$ cat config.mk
export PLATFORM = sky130hd
export DESIGN_NAME = x86_inst_encoder_flat
export DESIGN_NICKNAME = d
export VERILOG_FILES = /design/src/rtl/x86_inst_encoder_if.sv /design/src/rtl/x86_inst_encoder.sv /design/src/flat_wrapper.sv
export SDC_FILE = /design/constraint.sdc
export NUM_CORES = 1
export LEC_CHECK = 0
export CAP_MARGIN = 0
export CORE_MARGIN = 5
export CORE_UTILIZATION = 35
export CTS_CLUSTER_DIAMETER = 40
export DETAILED_ROUTE_END_ITERATION = 10
export DONT_BUFFER_PORTS = 1
export GPL_ROUTABILITY_DRIVEN = 0
export GPL_TIMING_DRIVEN = 0
export PLACE_DENSITY = 0.54
export SLEW_MARGIN = 20
export SYNTH_ARGS = -nofsm -noshare
export SYNTH_HDL_FRONTEND = slang
export SYNTH_SLANG_ARGS = --single-unit
export TNS_END_PERCENT = 50
$ cat constraint.sdc
create_clock -name clk -period 2.8 [get_ports clk]
set_clock_uncertainty 0.1 [all_clocks]
set_input_delay 0.28 -clock clk [delete_from_list [all_inputs] [get_ports clk]]
set_output_delay 0.28 -clock clk [all_outputs]
set_load 0.02 [all_outputs]
$ cat src/rtl/x86_inst_encoder_if.sv
// Byte-stream bus for x86_inst_encoder: descriptor input handshake,
// serialized byte output handshake and the accepted-instruction length.
interface x86_inst_encoder_if #(
  parameter int DISP_W = 32
);
  logic              in_valid;
  logic              in_ready;
  logic              in_legacy_en;
  logic [7:0]        in_legacy;
  logic              in_rex_en;
  logic [3:0]        in_rex_wrxb;
  logic              in_two_byte;
  logic [7:0]        in_opcode;
  logic              in_modrm_en;
  logic [7:0]        in_modrm;
  logic [7:0]        in_sib;
  logic [DISP_W-1:0] in_disp;
  logic              out_valid;
  logic              out_ready;
  logic [7:0]        out_byte;
  logic              out_last;
  logic [3:0]        inst_len;

  // Descriptor source / byte sink side
  modport master (
    output in_valid, in_legacy_en, in_legacy, in_rex_en, in_rex_wrxb,
           in_two_byte, in_opcode, in_modrm_en, in_modrm, in_sib, in_disp,
           out_ready,
    input  in_ready, out_valid, out_byte, out_last, inst_len
  );

  // Encoder side
  modport slave (
    input  in_valid, in_legacy_en, in_legacy, in_rex_en, in_rex_wrxb,
           in_two_byte, in_opcode, in_modrm_en, in_modrm, in_sib, in_disp,
           out_ready,
    output in_ready, out_valid, out_byte, out_last, inst_len
  );
endinterface

$ cat src/rtl/x86_inst_encoder.sv
// x86_inst_encoder: serializes one x86-64 instruction descriptor into its
// byte stream (legacy, REX, 0F, opcode, ModRM, SIB, disp), one byte per
// handshake. Optional ASCII hex trace port enabled by ENC_ASCII_TRACE_EN.
module x86_inst_encoder #(
  parameter int DISP_W = 32
) (
  input  logic                clk,
  input  logic                reset,
  x86_inst_encoder_if.slave   bus
`ifdef ENC_ASCII_TRACE_EN
  ,
  output logic [191:0]        trace_stream
`endif
);

  localparam logic [2:0] S_IDLE   = 3'd0;
  localparam logic [2:0] S_LEGACY = 3'd1;
  localparam logic [2:0] S_REX    = 3'd2;
  localparam logic [2:0] S_ESC    = 3'd3;
  localparam logic [2:0] S_OPC    = 3'd4;
  localparam logic [2:0] S_MODRM  = 3'd5;
  localparam logic [2:0] S_SIB    = 3'd6;
  localparam logic [2:0] S_DISP   = 3'd7;

  // SIB follows ModRM for memory forms with rm=100
  function automatic logic sib_needed(input logic en, input logic [7:0] m);
    return en && (m[7:6] != 2'b11) && (m[2:0] == 3'b100);
  endfunction

  // Displacement byte count implied by mod/rm (and SIB base for mod=00)
  function automatic logic [2:0] disp_len(input logic en, input logic [7:0] m,
                                          input logic [7:0] s);
    logic sp;
    sp = sib_needed(en, m);
    if (!en) return 3'd0;
    case (m[7:6])
      2'b01:   return 3'd1;
      2'b10:   return 3'd4;
      2'b00:   return ((m[2:0] == 3'b101) || (sp && s[2:0] == 3'b101)) ? 3'd4 : 3'd0;
      default: return 3'd0;
    endcase
  endfunction

  logic [2:0]  state_q, state_d, after_s, first_s;
  logic [1:0]  disp_cnt_q;
  logic [3:0]  inst_len_q;
  logic        accept, hs;
  logic [7:0]  byte_o;
  logic        last_o;
  logic [31:0] disp_ext;

  // Latched descriptor fields (no reset needed: only read outside IDLE)
  logic        legacy_en_q, rex_en_q, two_byte_q, modrm_en_q, sib_pres_q;
  logic [7:0]  legacy_q, opcode_q, modrm_q, sib_q;
  logic [3:0]  wrxb_q;
  logic [31:0] disp_q;
  logic [2:0]  disp_bytes_q;
  logic        in_sib_pres;
  logic [2:0]  in_disp_bytes;

  if (DISP_W >= 32) begin : g_disp_wide
    assign disp_ext = bus.in_disp[31:0];
  end else begin : g_disp_narrow
    assign disp_ext = {{(32-DISP_W){1'b0}}, bus.in_disp};
  end

  assign in_sib_pres   = sib_needed(bus.in_modrm_en, bus.in_modrm);
  assign in_disp_bytes = disp_len(bus.in_modrm_en, bus.in_modrm, bus.in_sib);

  assign bus.in_ready  = (state_q == S_IDLE) && !reset;
  assign accept        = bus.in_valid && bus.in_ready;
  assign bus.out_valid = (state_q != S_IDLE);
  assign hs            = bus.out_valid && bus.out_ready;
  assign bus.out_byte  = byte_o;
  assign bus.out_last  = last_o;
  assign bus.inst_len  = inst_len_q;

  // First byte state chosen from the incoming descriptor
  always_comb begin
    first_s = S_OPC;
    if (bus.in_legacy_en)     first_s = S_LEGACY;
    else if (bus.in_rex_en)   first_s = S_REX;
    else if (bus.in_two_byte) first_s = S_ESC;
  end

  // State following the current byte, from the latched descriptor
  always_comb begin
    after_s = S_IDLE;
    case (state_q)
      S_LEGACY: after_s = rex_en_q ? S_REX : (two_byte_q ? S_ESC : S_OPC);
      S_REX:    after_s = two_byte_q ? S_ESC : S_OPC;
      S_ESC:    after_s = S_OPC;
      S_OPC:    after_s = modrm_en_q ? S_MODRM : S_IDLE;
      S_MODRM:  after_s = sib_pres_q ? S_SIB :
                          ((disp_bytes_q != 3'd0) ? S_DISP : S_IDLE);
      S_SIB:    after_s = (disp_bytes_q != 3'd0) ? S_DISP : S_IDLE;
      S_DISP:   after_s = ((3'({1'b0, disp_cnt_q}) + 3'd1) == disp_bytes_q) ? S_IDLE : S_DISP;
      default:  after_s = S_IDLE;
    endcase
  end

  // Next state: accept from IDLE, advance on byte handshake
  always_comb begin
    state_d = state_q;
    if (accept)  state_d = first_s;
    else if (hs) state_d = after_s;
  end

  // Current output byte and last flag, held while the state holds
  always_comb begin
    byte_o = 8'h00;
    case (state_q)
      S_LEGACY: byte_o = legacy_q;
      S_REX:    byte_o = {4'b0100, wrxb_q};
      S_ESC:    byte_o = 8'h0F;
      S_OPC:    byte_o = opcode_q;
      S_MODRM:  byte_o = modrm_q;
      S_SIB:    byte_o = sib_q;
      S_DISP: begin
        case (disp_cnt_q)
          2'd0:    byte_o = disp_q[7:0];
          2'd1:    byte_o = disp_q[15:8];
          2'd2:    byte_o = disp_q[23:16];
          default: byte_o = disp_q[31:24];
        endcase
      end
      default:  byte_o = 8'h00;
    endcase
    last_o = (state_q != S_IDLE) && (after_s == S_IDLE);
  end

  // Control state, length and displacement counter
  always_ff @(posedge clk) begin
    if (reset) begin
      state_q    <= S_IDLE;
      inst_len_q <= 4'd0;
      disp_cnt_q <= 2'd0;
    end else begin
      state_q <= state_d;
      if (accept) begin
        inst_len_q <= 4'd1 + 4'(bus.in_legacy_en) + 4'(bus.in_rex_en) +
                      4'(bus.in_two_byte) + 4'(bus.in_modrm_en) +
                      4'(in_sib_pres) + 4'(in_disp_bytes);
        disp_cnt_q <= 2'd0;
      end else if (hs && state_q == S_DISP) begin
        disp_cnt_q <= disp_cnt_q + 2'd1;
      end
    end
  end

  // Descriptor capture on accept
  always_ff @(posedge clk) begin
    if (accept) begin
      legacy_en_q  <= bus.in_legacy_en;
      legacy_q     <= bus.in_legacy;
      rex_en_q     <= bus.in_rex_en;
      wrxb_q       <= bus.in_rex_wrxb;
      two_byte_q   <= bus.in_two_byte;
      opcode_q     <= bus.in_opcode;
      modrm_en_q   <= bus.in_modrm_en;
      modrm_q      <= bus.in_modrm;
      sib_q        <= bus.in_sib;
      disp_q       <= disp_ext;
      sib_pres_q   <= in_sib_pres;
      disp_bytes_q <= in_disp_bytes;
    end
  end

`ifdef ENC_ASCII_TRACE_EN
  function automatic logic [7:0] hex_char(input logic [3:0] n);
    return (n < 4'd10) ? (8'h30 + 8'(n)) : (8'h57 + 8'(n));
  endfunction

  logic [191:0] trace_q, trace_d;
  logic [3:0]   tr_cnt_q, tr_cnt_d;

  assign trace_stream = trace_q;

  // Append "xx " for each of the first eight handshaken bytes
  always_comb begin
    trace_d  = trace_q;
    tr_cnt_d = tr_cnt_q;
    if (accept) begin
      trace_d  = {24{8'h20}};
      tr_cnt_d = 4'd0;
    end else if (hs && tr_cnt_q < 4'd8) begin
      trace_d[191 - 24*int'(tr_cnt_q) -: 24] = {hex_char(byte_o[7:4]), hex_char(byte_o[3:0]), 8'h20};
      tr_cnt_d = tr_cnt_q + 4'd1;
    end
  end

  // Trace register, cleared to spaces on reset
  always_ff @(posedge clk) begin
    if (reset) begin
      trace_q  <= {24{8'h20}};
      tr_cnt_q <= 4'd0;
    end else begin
      trace_q  <= trace_d;
      tr_cnt_q <= tr_cnt_d;
    end
  end
`endif

endmodule

$ cat src/flat_wrapper.sv
// flat-port wrapper written by rule: the top's interface ports become plain ports
module x86_inst_encoder_flat 
#(
  parameter int DISP_W = 32
)
  (clk, reset, bus_in_valid, bus_in_legacy_en, bus_in_legacy, bus_in_rex_en, bus_in_rex_wrxb, bus_in_two_byte, bus_in_opcode, bus_in_modrm_en, bus_in_modrm, bus_in_sib, bus_in_disp, bus_out_ready, bus_in_ready, bus_out_valid, bus_out_byte, bus_out_last, bus_inst_len);
  x86_inst_encoder_if #(.DISP_W(DISP_W)) bus_i ();
  input  logic clk;
  input  logic reset;
  input wire logic [$bits(bus_i.in_valid)-1:0] bus_in_valid;
  input wire logic [$bits(bus_i.in_legacy_en)-1:0] bus_in_legacy_en;
  input wire logic [$bits(bus_i.in_legacy)-1:0] bus_in_legacy;
  input wire logic [$bits(bus_i.in_rex_en)-1:0] bus_in_rex_en;
  input wire logic [$bits(bus_i.in_rex_wrxb)-1:0] bus_in_rex_wrxb;
  input wire logic [$bits(bus_i.in_two_byte)-1:0] bus_in_two_byte;
  input wire logic [$bits(bus_i.in_opcode)-1:0] bus_in_opcode;
  input wire logic [$bits(bus_i.in_modrm_en)-1:0] bus_in_modrm_en;
  input wire logic [$bits(bus_i.in_modrm)-1:0] bus_in_modrm;
  input wire logic [$bits(bus_i.in_sib)-1:0] bus_in_sib;
  input wire logic [$bits(bus_i.in_disp)-1:0] bus_in_disp;
  input wire logic [$bits(bus_i.out_ready)-1:0] bus_out_ready;
  output wire logic [$bits(bus_i.in_ready)-1:0] bus_in_ready;
  output wire logic [$bits(bus_i.out_valid)-1:0] bus_out_valid;
  output wire logic [$bits(bus_i.out_byte)-1:0] bus_out_byte;
  output wire logic [$bits(bus_i.out_last)-1:0] bus_out_last;
  output wire logic [$bits(bus_i.inst_len)-1:0] bus_inst_len;
  assign bus_i.in_valid = bus_in_valid;
  assign bus_i.in_legacy_en = bus_in_legacy_en;
  assign bus_i.in_legacy = bus_in_legacy;
  assign bus_i.in_rex_en = bus_in_rex_en;
  assign bus_i.in_rex_wrxb = bus_in_rex_wrxb;
  assign bus_i.in_two_byte = bus_in_two_byte;
  assign bus_i.in_opcode = bus_in_opcode;
  assign bus_i.in_modrm_en = bus_in_modrm_en;
  assign bus_i.in_modrm = bus_in_modrm;
  assign bus_i.in_sib = bus_in_sib;
  assign bus_i.in_disp = bus_in_disp;
  assign bus_i.out_ready = bus_out_ready;
  assign bus_in_ready = bus_i.in_ready;
  assign bus_out_valid = bus_i.out_valid;
  assign bus_out_byte = bus_i.out_byte;
  assign bus_out_last = bus_i.out_last;
  assign bus_inst_len = bus_i.inst_len;
  x86_inst_encoder #(.DISP_W(DISP_W)) u_core (.clk(clk), .reset(reset), .bus(bus_i));
endmodule
---- Yosys cells after proc, flatten, opt, wreduce, memory -nomap -nowiden ----
Cells that the tools add are included.
storage, ports and cells
  register bits after elaboration ......... 84
  input port bits ......................... 76
  output and inout port bits .............. 15
  word-level logic and storage cells ...... 73
operators by class
  add/sub/neg operators ................... 8
  equality and inequality tests ........... 16
  multiplexer cells ....................... 17
  reduce and logical (&&, ||, !) cells .... 18
operator list
  operator               count
  $pmux W8 S7            1
  $mux W3                13
  $pmux W8 S3            1
  $eq A3 B3 Y1 const B   7
  $pmux W3 S7            1
  $add A4 B1 Y4          4
  $pmux W3 S3            1
  $logic_and A1 B1 Y1    8
  $eq A3 B2 Y1 const B   2
  $logic_not A3 Y1       2
  $reduce_bool A3 Y1     2
  $add A4 B3 Y4          1
  $eq A2 B1 Y1 const B   2
  $eq A2 B2 Y1 const B   2
  $logic_not A2 Y1       2
  $add A2 B1 Y3 const B  1
  $eq A3 B1 Y1 const B   1
  $eq A3 B3 Y1           1
  $add A1 B1 Y2 const A  1
  $add A2 B1 Y2 const B  1
  $ne A2 B2 Y1 const B   1
  $reduce_bool A2 Y1     1
  $reduce_or A2 Y1       1
  $logic_not A1 Y1       1
  $logic_or A1 B1 Y1     1

---- Depth between registers and ports, before layout ----
Gate-level depths: netlist of the first run.
  depth in word-level cells ............... 9
  mapped depth ............................ 8
  depth with buffers taken out ............ 8

---- Worst setup path after synthesis of the first run ----
No wires, ideal clock.
  path kind ............................... register -> register
  from .................................... register u_core.state_q[0]
  to ...................................... register u_core.disp_bytes_q[0] (enable)
  arrival ................................. 1,870 ps
  setup slack ............................. 433 ps
  stages on the path, launching flop included .. 6
  period minus slack after synthesis ...... 2,367 ps
  path through ............................ dfxtp_1 nor3_4 inv_2 or2_1 buf_6 inv_2
between the ends
  longest elaborated chain between the ends .. 3
RTL lines
  what                    line                     text
  from (decl)             x86_inst_encoder.sv:44   logic [2:0] state_q, state_d, after_s, first_s;
  from (signal assigned)  x86_inst_encoder.sv:139  state_q <= state_d;
  $logic_not A3 Y1        x86_inst_encoder.sv:70   assign bus.in_ready = (state_q == S_IDLE) && !reset;
  $logic_and A1 B1 Y1     x86_inst_encoder.sv:70
  $logic_and A1 B1 Y1     x86_inst_encoder.sv:71   assign accept = bus.in_valid && bus.in_ready;
  net u_core.accept       x86_inst_encoder.sv:47   logic accept, hs;
  to (signal assigned)    x86_inst_encoder.sv:165  disp_bytes_q <= in_disp_bytes;
  to (decl)               x86_inst_encoder.sv:57   logic [2:0] disp_bytes_q;
The timed path passes the listed nets, and every way through them passes these cells.
A chain may end at the register's enable or synchronous reset.

---- Final worst setup path of the first run ----
  from .................................... register u_core.disp_cnt_q[0]
  to ...................................... output bus_out_byte[7]
between the ends
  longest elaborated chain between the ends .. 3
  elaborated cells on any way between the ends .. 5
RTL lines
  what                                        line                     text
  from (decl)                                 x86_inst_encoder.sv:45   logic [1:0] disp_cnt_q;
  from (signal assigned)                      x86_inst_encoder.sv:146  disp_cnt_q <= disp_cnt_q + 2'd1;
  $eq A2 B2 Y1, or another cell as far along  x86_inst_encoder.sv:120  case (disp_cnt_q)
  $pmux W8 S3 (*)                             x86_inst_encoder.sv:120
  $pmux W8 S7 (*)                             x86_inst_encoder.sv:112  case (state_q)
  to (decl)                                   flat_wrapper.sv:24       output wire logic [$bits(bus_i.out_byte)-1:0] bus_out_byte;
Mark *: on every way between the ends. The rest lies on a longest branch, timed or not.

==> metrics.md, run 1 <==
| Metric | Value |
|---|---|
| Worst Min Path Start | bus_in_two_byte |
| Final critical-path share of the clock period | 0.952 |
| Pin count of the biggest net entering global routing | 51 |
| First-pass GRT wire length | 14,700 um |
| Area share of the leading cell type in the synthesized netlist | 0.608 |
| R2R setup slack | 620 ps |
| Switching power share of the total | 0.286 |
| Combined global-route utilization of all metal layers | 0.154 |
| Most frequent cells in the layout | sky130_fd_sc_hd__edfxtp_1, sky130_fd_sc_hd__dlygate4sd3_1, sky130_fd_sc_hd__nand2_1, sky130_fd_sc_hd__nor2_1, sky130_fd_sc_hd__inv_1 |
| Cell chosen for the clock root | sky130_fd_sc_hd__clkbuf_8 |
| Buffers inserted during post-CTS setup optimization | 0 |
| Share of final-layout standard cells stronger than drive strength 1 | 0.0843 |
| Fraction of the mapped netlist area in adder cells | 0.0438 |
| Setup TNS Final | 0 ps |
| Pwr Total | 0.00284 W |
| Final critical delay including setup and external delays | 2670 ps |
| Class of the most critical hold timing path | in2reg |
| Post-Synthesis Cell Area | 3650 um^2 |
| Net Switching | 0.000812 W |
| # Max-Cap Violations | 0 |
| Fraction of the mapped netlist area in compound gates | 0.123 |
| Share of synthesized registers carrying an async set or reset | 0 |
| Overall via count from detail_route | 2,485 |
| Detail Route Antenna Nets | 0 |
| Multiplexer area fraction after synthesis | 0.0401 |
| Number of standard cells after synthesis | 274 |
| Launching element of the worst setup path | u_core.disp_cnt_q[0] |
| Kind of launch point of the worst setup path | register |
| Total number of nets in the final design | 441 |
| Crit path cell chain | ha_1 -> clkbuf_1 -> a222oi_1 -> o21ai_0 -> mux2i_1 -> o22ai_1 |
| Fraction of the yosys area taken by sequential cells | 0.658 |
| Cell type with the largest total area after synthesis | sky130_fd_sc_hd__edfxtp_1 |
| Height of the die | 112 um |
| Total of warnings raised by yosys | 0 |
| Final setup violating endpoints | 0 |
| Worst-case headroom to the max-slew limit | 0.600 |
| Die X | 112 um |
| Static leakage | 1.66 nW |
| Portion of total power attributed to the clock network | 0.250 |
| Initial Utilization | 0.357 |
| Die Outline Area | 12,600 um^2 |
| Core region area | 10,200 um^2 |
| Highest attainable clock frequency | 375 MHz |
| Largest cells by area after synthesis | sky130_fd_sc_hd__edfxtp_1, sky130_fd_sc_hd__dfxtp_1, sky130_fd_sc_hd__ha_1 |
| Hpwl dp | 6230 um |
| Via count of the first global-routing pass | 2,735 |
| Worst setup path category | reg2out |
| Worst Slack Setup Final | 134 ps |
| Hold Path Sink | u_core.bus.inst_len[0] |
| Crit path max-delay family | compound AO/OA/AOI/OAI gates |
| Maximum clock path buffer count | 2 |
| Unrepaired setup endpoints after global routing | yes |
| CTS H-tree lvls | 3 |
| Clock sink total | 83 |
| Number of enable-type register cells in the synthesized netlist | 74 |
| Critical Path End Type | primary output |
| Global-route congestion overflow total | 0 |
| Remaining design rule violation count | 0 |
| Post-synthesis cell type count | 49 |
| Largest family of logic cells by synthesized area | compound AO/OA/AOI/OAI gates |
| Worst Path Required | 2420 ps |
| Final number of max-transition violations | 0 |
| Count of buffering cells on the critical path with inverters included | 1 |
| Detailed-route wire length | 9390 um |
| TritonCTS clock tree | done |
| Path depth of the worst reg2reg path | 6 |
| Startpoint of the worst register-to-register path | u_core.state_q[1] |
| Simple-gate share of the synthesized area | 0.0932 |
| Xor and xnor fraction of the mapped netlist area | 0.00719 |
| Violation count after the first detailed-routing iteration | 103 |
| CTS clk-pin slew, worst paths | 80 ps |
| Post-Place Worst Slack | 311 ps |
| Power per Cell Area | 603 nW/um^2 |
| Most used flip-flop cell after synthesis | sky130_fd_sc_hd__edfxtp_1 |
| Highest cell delay on the worst timing path | 440 ps |
| Total I/O pin count | 91 |
| Core Rows | 37 |
| Result of the run | finished clean |
| Arrival time at the worst endpoint | 2290 ps |
| Critical-path cell with the highest stage delay | sky130_fd_sc_hd__dfxtp_1 |
| Number of cells on the worst hold path | 3 |
| Routed len/inst | 19.1 um |
| First-pass DRT Iterations | 4 |
| Worst-case vdd ir drop | 0.000365 V |
| Post-Syn Area per Cell | 13.3 um^2 |
| Buffers on Ports | 0 |
| Antenna diode count | 0 |
| Worst Path Max Fanout | 8 |
| R2r endpoint | u_core.disp_q[26] |
| Number of nets in the synthesized netlist | 361 |
| Most common cell after layout, fill and taps aside | sky130_fd_sc_hd__edfxtp_1 |
| Logic pwr share | 0.208 |
| Vias per cell | 5.05 |
| Final core area utilization | 0.461 |
| Flip-flop and latch count after synthesis | 83 |
| Slew at the pin closest to its max-slew limit | 598 ps |
| Hold violation count in the final report | 0 |
| Relative area change from synthesis to final layout | 29.0% |
| Pint | 0.00203 W |
| Num CTS Buffers | 9 |
| Number of antenna violations at the first check in global routing | 0 |
| Sequential fraction of design power | 0.542 |
| Insertion delay to the later sink of the worst-skew pair | 350 ps |
[state kept, by name (all words and copies together) (netlist names)]
| signal | cells |
|---|---|
| u_core.wrxb_q | 4 |
| u_core.modrm_en_q | 1 |
| u_core.sib_pres_q | 1 |
| u_core.disp_bytes_q | 2 |
| u_core.state_q | 3 |
| u_core.two_byte_q | 1 |
| u_core.sib_q | 8 |
| u_core.disp_cnt_q | 2 |
| u_core.disp_q | 32 |
| u_core.rex_en_q | 1 |
| u_core.legacy_q | 8 |
| u_core.modrm_q | 8 |
| u_core.bus.inst_len | 4 |
| u_core.opcode_q | 8 |
[logic make-up after synthesis]
logic type,count (synthesis)
mux,14
xor+xnor,3
compound gates,62
buf+inv,32
flops,83
fa+ha+maj,11
simple gates,69
[worst max-delay path by stage]
stage	endpoint	slack, ps	cells after the start
after global placement	u_core.disp_q[21]	-30	5
final	bus_out_byte[7]	130	6
after floorplan	u_core.disp_bytes_q[0]	430	5
after global routing	bus_out_byte[7]	-40	6
after CTS	bus_out_byte[7]	30	7
after detailed placement	bus_out_byte[6]	310	7
[Yosys cell counts, drive strengths merged (2+ instances only)]
cell,n
a211oi,3
clkbuf,10
and3,2
dfxtp,9
a221o,4
buf,7
nand3b,5
mux2i,9
a222oi,8
a22oi,3
o22ai,2
nand2,25
o21ai,12
nor3,12
ha,8
nand2b,3
o21a,2
edfxtp,74
a21oi,13
fa,3
or2,2
nor2b,3
nor2,14
a311oi,2
inv,15
xnor2,3
mux2,5
a221oi,2
[power by group through the flow]
stage | sequential (W) | combinational [W] | clock, W
5_1_grt | 0.00155 | 0.000655 | 0.000793
3_3_place_gp | 0.00157 | 0.000495 | 0
4_1_cts | 0.00154 | 0.000596 | 0.000727
3_5_place_dp | 0.00157 | 0.000510 | 0
2_1_floorplan | 0.00156 | 0.000389 | 0
6_report | 0.00154 | 0.000592 | 0.000711
[layer usage]
layer / routed length [um] / global-route usage / vias up
li1: - / - / 1197
met1: 3950 / 0.179 / 1200
met2: 4770 / 0.271 / 75
met3: 507 / 0.0404 / 13
met4: 162 / 0.0601 / 0
met5: 0 / 0 / -
[stage by stage]
stage | instances | hold slack [ps] | area (um^2)
after floorplan | 274 | 279 | 3650
after global placement | 410 | 279 | 3820
after detailed placement | 411 | 279 | 3850
after CTS | 495 | 27.9 | 4720
after global routing | 492 | 44.2 | 4710
final | 492 | 43.7 | 4710
[what timing repair did]
action / 4_1_cts / 5_1_grt
hold buffers: 71 / 0
resized for setup: 2 / 3
cloned: 0 / 0
hold endpoints to repair: 71 / 0
endpoints found under the setup margin: 6 / 9
[worst register-to-register path, delay by kind of cell (launching register included)]
family,cells,cell delay [ps]
AND/OR/NAND/NOR,2,510
flip-flops,1,360
buffers and inverters,4,890
[layout make-up]
class                   count  area, um^2
plain buffers              14        66.3
flip-flops and latches     83        2400
inverters                  15        58.8
clock buffers              10         128
clock inverters             3        18.8
repair buffers             72         738
well taps                 136         170
fillers                   902        5520
multi-input cells         159        1130
Power figures use the tool's default switching activity.
==> run 2: changes to the inputs <==
==> constraint.sdc (replaced) <==
create_clock -name clk -period 2.8 [get_ports clk]
set_clock_uncertainty 0.1 [all_clocks]
set_input_delay 0.42 -clock clk [delete_from_list [all_inputs] [get_ports clk]]
set_output_delay 0.42 -clock clk [all_outputs]
set_load 0.02 [all_outputs]
==> run 2 against run 1 <==
Power down 3.3%; utilization down 6.9 points; setup slack better by 23 ps; critical path depth down 1; cell area down 15%; critical endpoint is now bus_out_byte[1]; via count down 13%; cell count down 15%; clock power down 1%; sequential power about the same.
==> metrics.md, run 2 (synthesis gave the netlist of run 1 again) <==
| Metric | Value |
|---|---|
| Launching element of the worst setup path | u_core.disp_cnt_q[0] |
| Fill cell instance count of the final layout | 952 |
| Violation count after the first detailed-routing iteration | 96 |
| First-pass DRT Iterations | 4 |
| Total I/O pin count | 91 |
| Relative area change from synthesis to final layout | 9.73% |
| Share of final-layout standard cells stronger than drive strength 1 | 0.130 |
| Initial Utilization | 0.357 |
| CTS H-tree lvls | 3 |
| Height of the die | 112 um |
| Final Hold Slack | 57.8 ps |
| Startpoint of the worst register-to-register path | u_core.state_q[1] |
| Global-route congestion overflow total | 0 |
| Worst Slack Setup Final | 157 ps |
| Slew at the pin closest to its max-slew limit | 566 ps |
| Detailed-route wire length | 8390 um |
| Combined global-route utilization of all metal layers | 0.138 |
| Met1 wire length | 3580 um |
| Worst Path Required | 2280 ps |
| Via count of the first global-routing pass | 2,337 |
| Detail Route Antenna Nets | 0 |
| # Max-Cap Violations | 0 |
| Logic pwr share | 0.185 |
| Power per Cell Area | 685 nW/um^2 |
| Vias per cell | 5.13 |
| Critical Path End Type | primary output |
| First-pass GRT wire length | 13,100 um |
| Result of the run | finished clean |
| Pin count of the biggest net entering global routing | 51 |
| Worst-case vdd ir drop | 0.000386 V |
| Final number of max-transition violations | 0 |
| Final setup violating endpoints | 0 |
| Hold violation count in the final report | 0 |
| Hpwl dp | 6230 um |
| Highest cell delay on the worst timing path | 450 ps |
| Largest register by flop count | u_core.disp_q |
| Routed len/inst | 20.0 um |
| Metal2 WL | 3970 um |
| Worst Path Max Fanout | 8 |
| TritonCTS clock tree | done |
| Flip-flop count of the largest register after layout | 32 |
| Crit path cell chain | inv_1 -> ha_2 -> a222oi_1 -> o21ai_0 -> a221o_1 |
| Most frequent cells in the layout | sky130_fd_sc_hd__edfxtp_1, sky130_fd_sc_hd__nand2_1, sky130_fd_sc_hd__nor2_1, sky130_fd_sc_hd__inv_1, sky130_fd_sc_hd__a21oi_1 |
| Highest attainable clock frequency | 378 MHz |
| Portion of total power attributed to the clock network | 0.255 |
| Class of the most critical hold timing path | in2reg |
| Worst setup path category | reg2out |
| CTS clk-pin slew, worst paths | 80 ps |
| Cell chosen for the clock root | sky130_fd_sc_hd__clkbuf_8 |
| Critical-path cell with the highest stage delay | sky130_fd_sc_hd__a221o_1 |
| Remaining design rule violation count | 0 |
| Met3 wirelength from detailed routing | 668 um |
| Worst-case headroom to the max-slew limit | 0.622 |
| Core Rows | 37 |
| Insertion delay to the later sink of the worst-skew pair | 350 ps |
| Antenna diode count | 0 |
| Die X | 112 um |
| Buffers on Ports | 0 |
| Top metal layer carrying routed signals | met4 |
| Static leakage | 1.36 nW |
| Pint | 0.00197 W |
| Kind of launch point of the worst setup path | register |
| Arrival time at the worst endpoint | 2120 ps |
| Sequential fraction of design power | 0.560 |
| Overall via count from detail_route | 2,154 |
| Final critical delay including setup and external delays | 2640 ps |
| Post-Place Worst Slack | 171 ps |
| Most common cell after layout, fill and taps aside | sky130_fd_sc_hd__edfxtp_1 |
| Clock sink total | 83 |
| CTS hold repair buffers | 0 |
| Switching power share of the total | 0.284 |
| Unrepaired setup endpoints after global routing | no |
| Core region area | 10,200 um^2 |
| Maximum clock path buffer count | 2 |
| Net Switching | 0.000781 W |
| Num CTS Buffers | 9 |
| Worst Min Path Start | bus_in_modrm[1] |
| Die Outline Area | 12,600 um^2 |
| Number of antenna violations at the first check in global routing | 0 |
| Final critical-path share of the clock period | 0.944 |
| Total number of nets in the final design | 369 |
[run 2: final timing paths]
path / end / slack, ps / depth (start not counted)
min reg2reg: u_core.bus.inst_len[1] / 480 / 2
min: u_core.modrm_q[1] / 60 / 0
max: bus_out_byte[1] / 160 / 5
max reg2reg: u_core.disp_bytes_q[0] / 620 / 6
[run 2: final cells by class]
cell class / instances / area, um^2 / area share
Clock inverter: 3 / 18.8 / 0.00468
Timing Repair Buffer: 1 / 27.5 / 0.00687
Clock buffer: 10 / 128 / 0.0318
Multi-Input combinational cell: 159 / 1140 / 0.284
Inverter: 15 / 58.8 / 0.0147
Tap cell: 136 / 170 / 0.0424
Sequential cell: 83 / 2400 / 0.599
Buffer: 13 / 65.1 / 0.0162
[run 2: power by group through the flow]
stage          clock (W)  sequential [W]  combinational [W]
2_1_floorplan          0         0.00156           0.000389
3_3_place_gp           0         0.00157           0.000495
3_5_place_dp           0         0.00157           0.000510
4_1_cts         0.000727         0.00154           0.000516
5_1_grt         0.000786         0.00155           0.000565
6_report        0.000702         0.00154           0.000508
[run 2: critical path, delay by kind of cell, from the launching register on]
kind,cells,cell delay [ps]
compound gates,3,930
flops,1,430
fa+ha+maj,1,280
buf+inv,1,130
[run 2: per-layer routing]
layer	global-route usage	vias to the layer above
met2	0.219	76
met3	0.0528	13
met5	0	-
li1	-	1052
met1	0.169	1013
met4	0.0601	0
[run 2: timing repair]
action                                  4_1_cts  5_1_grt
setup buffers                                 0        0
cloned                                        0        0
resized for setup                             3        9
endpoints found under the setup margin        9        9
[run 2: metrics by stage]
step	TNS [ps]	cells	cell area, um^2	util	total power [W]
after floorplan	0	274	3650	-	0.00195
after global placement	-1860	410	3820	0.374	0.00206
after detailed placement	0	411	3850	0.377	0.00208
after CTS	0	420	3990	0.390	0.00278
after global routing	0	420	4010	0.392	0.00290
final	0	420	4010	0.392	0.00275
